===== config.mk =====
export PLATFORM = sky130hd
export DESIGN_NAME = hazard_controller
export DESIGN_NICKNAME = d
export VERILOG_FILES = /design/src/rtl/hazard_controller_pkg.sv /design/src/rtl/hazard_controller_mem_wait_fsm.sv /design/src/rtl/hazard_controller.sv
export SDC_FILE = /design/constraint.sdc
export NUM_CORES = 1
export LEC_CHECK = 0
export BUFFER_PORTS_ARGS = -buffer_cell sky130_fd_sc_hd__buf_4
export CAP_MARGIN = 20
export CORE_MARGIN = 1.5
export CORE_UTILIZATION = 30
export DETAILED_ROUTE_END_ITERATION = 6
export PLACE_DENSITY = 0.56
export SLEW_MARGIN = 40
export SYNTH_ARGS = -nofsm -noshare
export SYNTH_HDL_FRONTEND = slang
export SYNTH_SLANG_ARGS = --single-unit

===== constraint.sdc =====
create_clock -name clk -period 1.5 [get_ports clk]
set_input_delay 0.3 -clock clk [delete_from_list [all_inputs] [get_ports clk]]
set_output_delay 0.3 -clock clk [all_outputs]
set_load 0.02 [all_outputs]

===== src/rtl/hazard_controller_pkg.sv =====
// Shared definitions for the hazard controller: register address width,
// memory-wait FSM encodings and the shadow scoreboard entry layout.
package hazard_controller_pkg;

    localparam int REGFILE_ADDRESS_LEN = 4;

    // Wait counter is 8 bits wide and saturates instead of wrapping.
    localparam int          WAIT_CNT_W   = 8;
    localparam logic [7:0]  WAIT_CNT_MAX = 8'hFF;

    // Memory wait FSM encodings.
    typedef enum logic {
        IDLE = 1'b0,
        WAIT = 1'b1
    } mem_state_e;

    // One in-flight instruction that will write the register file.
    typedef struct packed {
        logic                           valid;
        logic [REGFILE_ADDRESS_LEN-1:0] dest;
        logic                           mem_read;
    } sb_entry_t;

    // True when a live entry will write the register a source reads.
    function automatic logic entry_hit(input sb_entry_t e,
                                       input logic [REGFILE_ADDRESS_LEN-1:0] src);
        return e.valid && (e.dest == src);
    endfunction

endpackage


===== src/rtl/hazard_controller_mem_wait_fsm.sv =====
// SRAM wait tracker: freezes the pipeline while a MEM access is stalled,
// counts the wait cycles and latches a sticky timeout error.
import hazard_controller_pkg::*;

module mem_wait_fsm #(
    parameter int WAIT_MAX = 15
) (
    input  logic clk,
    input  logic rst,
    input  logic mem_req,
    input  logic sram_ready,
    output logic freeze,
    output logic mem_timeout
);

    localparam logic [WAIT_CNT_W-1:0] WAIT_LIMIT = WAIT_CNT_W'(WAIT_MAX);

    mem_state_e             state, next_state;
    logic [WAIT_CNT_W-1:0]  wait_cnt;

    // State register; reset abandons any outstanding wait.
    always_ff @(posedge clk) begin
        if (!rst) state <= IDLE;
        else      state <= next_state;
    end

    // Next state and freeze; freeze drops in the cycle the SRAM completes.
    always_comb begin
        next_state = state;
        freeze     = 1'b0;
        case (state)
            IDLE: begin
                if (mem_req && !sram_ready) begin
                    next_state = WAIT;
                    freeze     = 1'b1;
                end
            end
            WAIT: begin
                if (sram_ready) next_state = IDLE;
                else            freeze     = 1'b1;
            end
            default: next_state = IDLE;
        endcase
    end

    // Wait-cycle counter: starts at 1 on entering WAIT, saturates at max.
    always_ff @(posedge clk) begin
        if (!rst) begin
            wait_cnt <= '0;
        end else begin
            case (state)
                IDLE: if (mem_req && !sram_ready) wait_cnt <= WAIT_CNT_W'(1);
                WAIT: if (!sram_ready && wait_cnt != WAIT_CNT_MAX)
                          wait_cnt <= wait_cnt + WAIT_CNT_W'(1);
                default: wait_cnt <= '0;
            endcase
        end
    end

    // Sticky timeout: once the limit is hit with no completion, only reset clears it.
    always_ff @(posedge clk) begin
        if (!rst)
            mem_timeout <= 1'b0;
        else if (state == WAIT && wait_cnt == WAIT_LIMIT && !sram_ready)
            mem_timeout <= 1'b1;
    end

endmodule


===== src/rtl/hazard_controller.sv =====
// Pipeline hazard controller: shadow scoreboard of the EXE/MEM writers,
// RAW stall detection, branch flush and SRAM-wait freeze.
import hazard_controller_pkg::*;

module hazard_controller #(
    parameter int FORWARD_EN = 0,
    parameter int WAIT_MAX   = 15
) (
    input  logic                           clk,
    input  logic                           rst,
    input  logic [REGFILE_ADDRESS_LEN-1:0] id_src1,
    input  logic [REGFILE_ADDRESS_LEN-1:0] id_src2,
    input  logic                           id_two_src,
    input  logic                           id_wb_en,
    input  logic                           id_mem_read,
    input  logic [REGFILE_ADDRESS_LEN-1:0] id_dest,
    input  logic                           exe_branch_taken,
    input  logic                           mem_req,
    input  logic                           sram_ready,
    output logic                           hazard,
    output logic                           flush,
    output logic                           freeze,
    output logic                           mem_timeout
);

    sb_entry_t sb_e, sb_m, id_entry;
    logic      match_src1, match_src2, hazard_raw;

    // The MEM entry's load flag never matters for stalling decisions; kept
    // in the entry so both stages share one layout.
    logic unused_m_mem_read;
    assign unused_m_mem_read = sb_m.mem_read;

    mem_wait_fsm #(
        .WAIT_MAX (WAIT_MAX)
    ) u_mem_wait (
        .clk         (clk),
        .rst         (rst),
        .mem_req     (mem_req),
        .sram_ready  (sram_ready),
        .freeze      (freeze),
        .mem_timeout (mem_timeout)
    );

    // Raw RAW-conflict detection against the scoreboard.
    always_comb begin
        match_src1 = entry_hit(sb_e, id_src1) || entry_hit(sb_m, id_src1);
        match_src2 = entry_hit(sb_e, id_src2) || entry_hit(sb_m, id_src2);
        if (FORWARD_EN != 0)
            // With forwarding only a load still in EXE cannot be bypassed.
            hazard_raw = sb_e.valid && sb_e.mem_read &&
                         ((sb_e.dest == id_src1) ||
                          (id_two_src && (sb_e.dest == id_src2)));
        else
            hazard_raw = match_src1 || (id_two_src && match_src2);
    end

    // A frozen pipeline defers the flush; a flush kills the stall.
    always_comb begin
        flush  = exe_branch_taken && !freeze;
        hazard = hazard_raw && !flush;
    end

    // Entry the ID instruction would deposit in EXE; bubbles are invalid.
    always_comb begin
        id_entry = '0;
        if (!hazard && !flush && id_wb_en) begin
            id_entry.valid    = 1'b1;
            id_entry.dest     = id_dest;
            id_entry.mem_read = id_mem_read;
        end
    end

    // Scoreboard advances with the pipeline and holds while frozen.
    always_ff @(posedge clk) begin
        if (!rst) begin
            sb_e <= '0;
            sb_m <= '0;
        end else if (!freeze) begin
            sb_m <= sb_e;
            sb_e <= id_entry;
        end
    end

endmodule


==> impl_metrics.yaml <==
finish:
  nets: 184
  finalCoreUtilization_pct: 47.54
  regArea_um2: 411.6
  num_antenna_cells: 0
  multi_input_area_um2: 704.4
  nFillCells: 344
  area_growth_syn_to_layout_pct: 52.96
  layout-drive-gt1-share_pct: 46.30
  final_area_um2: 1587
synth:
  synth_edf_count: 0
  synth_top_area_share_pct: 38.60
  synth-adder-area-share_pct: 1.206
  syn_inst: 115
  synth_top_area_cell: "dfxtp_1"
  ys.flop_type: "dfxtp_1"
  synth_compound_gate_area_share_pct: 16.65
  synth.distinct_cells: 33
  ys_warn_count: 0
  synthXorXnorAreaFrac_pct: 16.89
  synthSimpleGateAreaFrac_pct: 24.37
  ys_top_cells_by_count: "dfxtp_1 (20), nand2_1 (19), xnor2_1 (11)"
  synth-seq-cells: 20
  mappedNetlistArea_um2: 1037
  synth_top_family_by_area: "simple AND/OR/NAND/NOR gates"
  synth_seq_area_share_pct: 38.60
  synthMuxAreaShare_pct: 0
  synth.net_count: 136
  synthArstFlopShare_pct: 0
  avgSynthCellArea_um2: 9.020
  synth_area_leaders: "dfxtp_1 (39%), xnor2_1 (9.3%), xor2_1 (7.6%), nand2_1 (6.9%), a21boi_0 (3.6%)"
  yosysMostFrequentCell: "dfxtp_1"
timing:
  hold_ws_ns: 0.1993
  rsz0062_at_grt: "true"
  tightest_slew_ns: 0.2752
  finalMaxSlewViolations: 0
  fin_setup_tns_ns: -0.5857
  slew_headroom_pct: 81.64
  finClkSkew_ns: 0.002285
  final_hold_viol_count: 0
  fin_crit_ns: 1.924
  finalCritPeriodShare_pct: 128.3
  clock.fmax_mhz: 519.6
  fin_ws_ns: -0.4244
  setup-violations-final: 6
floorplan:
  io-pin-count: 24
  start_util_pct: 31.08
  die_h_um: 61.80
  rows: 21
  design.die.area_um2: 3819
  die_x_um: 61.80
  core_area_um2: 3337
clock_network:
  clk_pin_slew_worst_paths_ns: 0.12
  numClockSinks: 20
  cts-buffers-inserted: 3
  ctsHoldBuffers: 0
  root_buffer: "clkbuf_4"
  tritoncts: "yes"
  htreeDepth: 1
  clock_path_buffers: 2
  clk_latency_ns: 0.30
placement:
  gp_congestion: 0.8466
  post_dp_cell_area_um2: 1389
  hpwl_um: 1985
  portBuffers: 22
flow_run:
  cap_violations: 0
route:
  wl_um: 2587
  route.antenna.remaining_nets: 0
  drtIter0Drc: 16
  drt_pass1_iterations: 4
  avgRoutedWirePerCell_um: 12.44
  vias: 964
  viasPerCell: 4.635
  drcViolationCount: 0
pwr:
  clockPowerShare_pct: 37.5
  power.internal_mw: 0.9219
  switchingPower_mw: 0.2716
  switching_share_pct: 22.75
  power.leakage_nw: 0.6594
  p_seq_share_pct: 46.4
  pwr_density_cell_nw_per_um2: 752.3
  vdd_drop_max_v: 0.0003029
  combPwrFrac_pct: 16.1
  power_mw: 1.194
setup_path:
  r2r_slack_ns: -0.09
  cp-end-kind: "output pin"
  critPathRequiredTime_ns: 1.20
  cp-startpoint: "sb_m[4]"
  crit_type: "reg2out"
  worstPathArrival_ns: 1.62
  worstReg2RegEnd: "u_mem_wait.wait_cnt[5]"
  endpoint: "hazard"
  r2r_cells: 5
  startpoint_type: "flop"
  cp_max_fo: 3
  r2r-start: "u_mem_wait.state"
outcome:
  run_status: "complete, but fails checks"
  violations: "setup timing"
global_route:
  grt_pass1_wl_um: 4071
  grt_max_degree: 13
  grt_antenna_before_repair: 0
  grt_usage_pct: 14.40
  grt_overflow: 0
  grt_pass1_vias: 993
hold_path:
  holdCritPathClass: "in2reg"
  hp-start: "id_dest[1]"
  holdPathStages: 2
## worst max-delay path, stage by stage, from the launching register on
cell and delay [ns]:
dfxtp_2 0.37, xor2_2 0.17, nor3_2 0.22, nand4_1 0.13
o21ai_1 0.13, nor2_1 0.06, nor2_1 0.09, buf_4 0.14
## worst min path at each step
stage,end,slack [ns]
2_1_floorplan,sb_e[1],0.43
3_3_place_gp,u_mem_wait.mem_timeout,0.48
3_5_place_dp,sb_m[5],0.48
4_1_cts,sb_e[2],0.19
5_1_grt,sb_e[3],0.19
6_report,sb_e[2],0.20
## placed cells by master (no fill, tap or decap), types with 2 or more instances in the layout
cell type,synthesis,final
nor3_2,0,2
nor2_1,7,7
o21ai_1,0,2
nor3_4,0,2
buf_4,0,41
dfxtp_1,20,13
clkbuf_4,0,3
buf_6,0,4
xor2_1,9,7
a22o_1,4,4
a21oi_1,3,2
xnor2_1,11,11
a21boi_0,5,5
a31oi_1,2,2
xor2_2,0,2
dfxtp_2,0,6
nand2_1,19,19
nand4_1,2,2
nor2b_1,2,2
nand3_1,4,4
## metal layers
layer  part of all wire (%)  wire length [µm]  vias up  track usage, %
met5                      0                 0        -               0
met4                      0                 0        0           3.647
met3                    4.1               107        0           2.070
met2                     51              1326       20           27.22
met1                     45              1153      455           16.88
li1                       -                 -      489               -
## power groups by stage
stage	registers, mW	clock network, mW	logic [mW]
4_1_cts	0.553	0.456	0.189
6_report	0.554	0.448	0.192
2_1_floorplan	0.565	0	0.0753
5_1_grt	0.555	0.483	0.209
3_3_place_gp	0.564	0	0.166
3_5_place_dp	0.564	0	0.171
## kinds of logic (layout without fill, tap and decap cells)
family / after synthesis / in the layout
AND/OR/NAND/NOR: 48 / 48
adder cells (fa/ha/maj): 1 / 1
flip-flops: 20 / 20
buffers and inverters: 4 / 51
XOR/XNOR: 20 / 20
AO/OA/AOI/OAI: 22 / 22
## what timing repair did
item / CTS / global route
buffers inserted: 5 / 3
gates resized for setup: 19 / 13
pin swaps: 14 / 9
setup endpoints to repair: 11 / 13
endpoints found under the hold margin: 0 / 0
## state kept, by name, summed over array words and instances (netlist names)
name                    cells
sb_m                        5
u_mem_wait.wait_cnt         8
u_mem_wait.mem_timeout      1
sb_e                        5
u_mem_wait.state            1
## per-stage QoR
stage               worst slack, ns  instances
detailed placement          -0.2472        200
CTS                         -0.3790        207
finish                      -0.4244        208
global route                -0.4985        208
floorplan                  -0.02944        115
global placement            -0.1943        200
## area by class of cell
cell class,instances,area share [%]
inverters,2,0.4732
repair buffers,45,22.24
clock inverters,1,1.893
multi-input cells,91,44.40
well taps,46,3.628
clock buffers,3,1.420
flip-flops and latches,20,25.95
No activity file was read; power rests on OpenSTA's default activity.
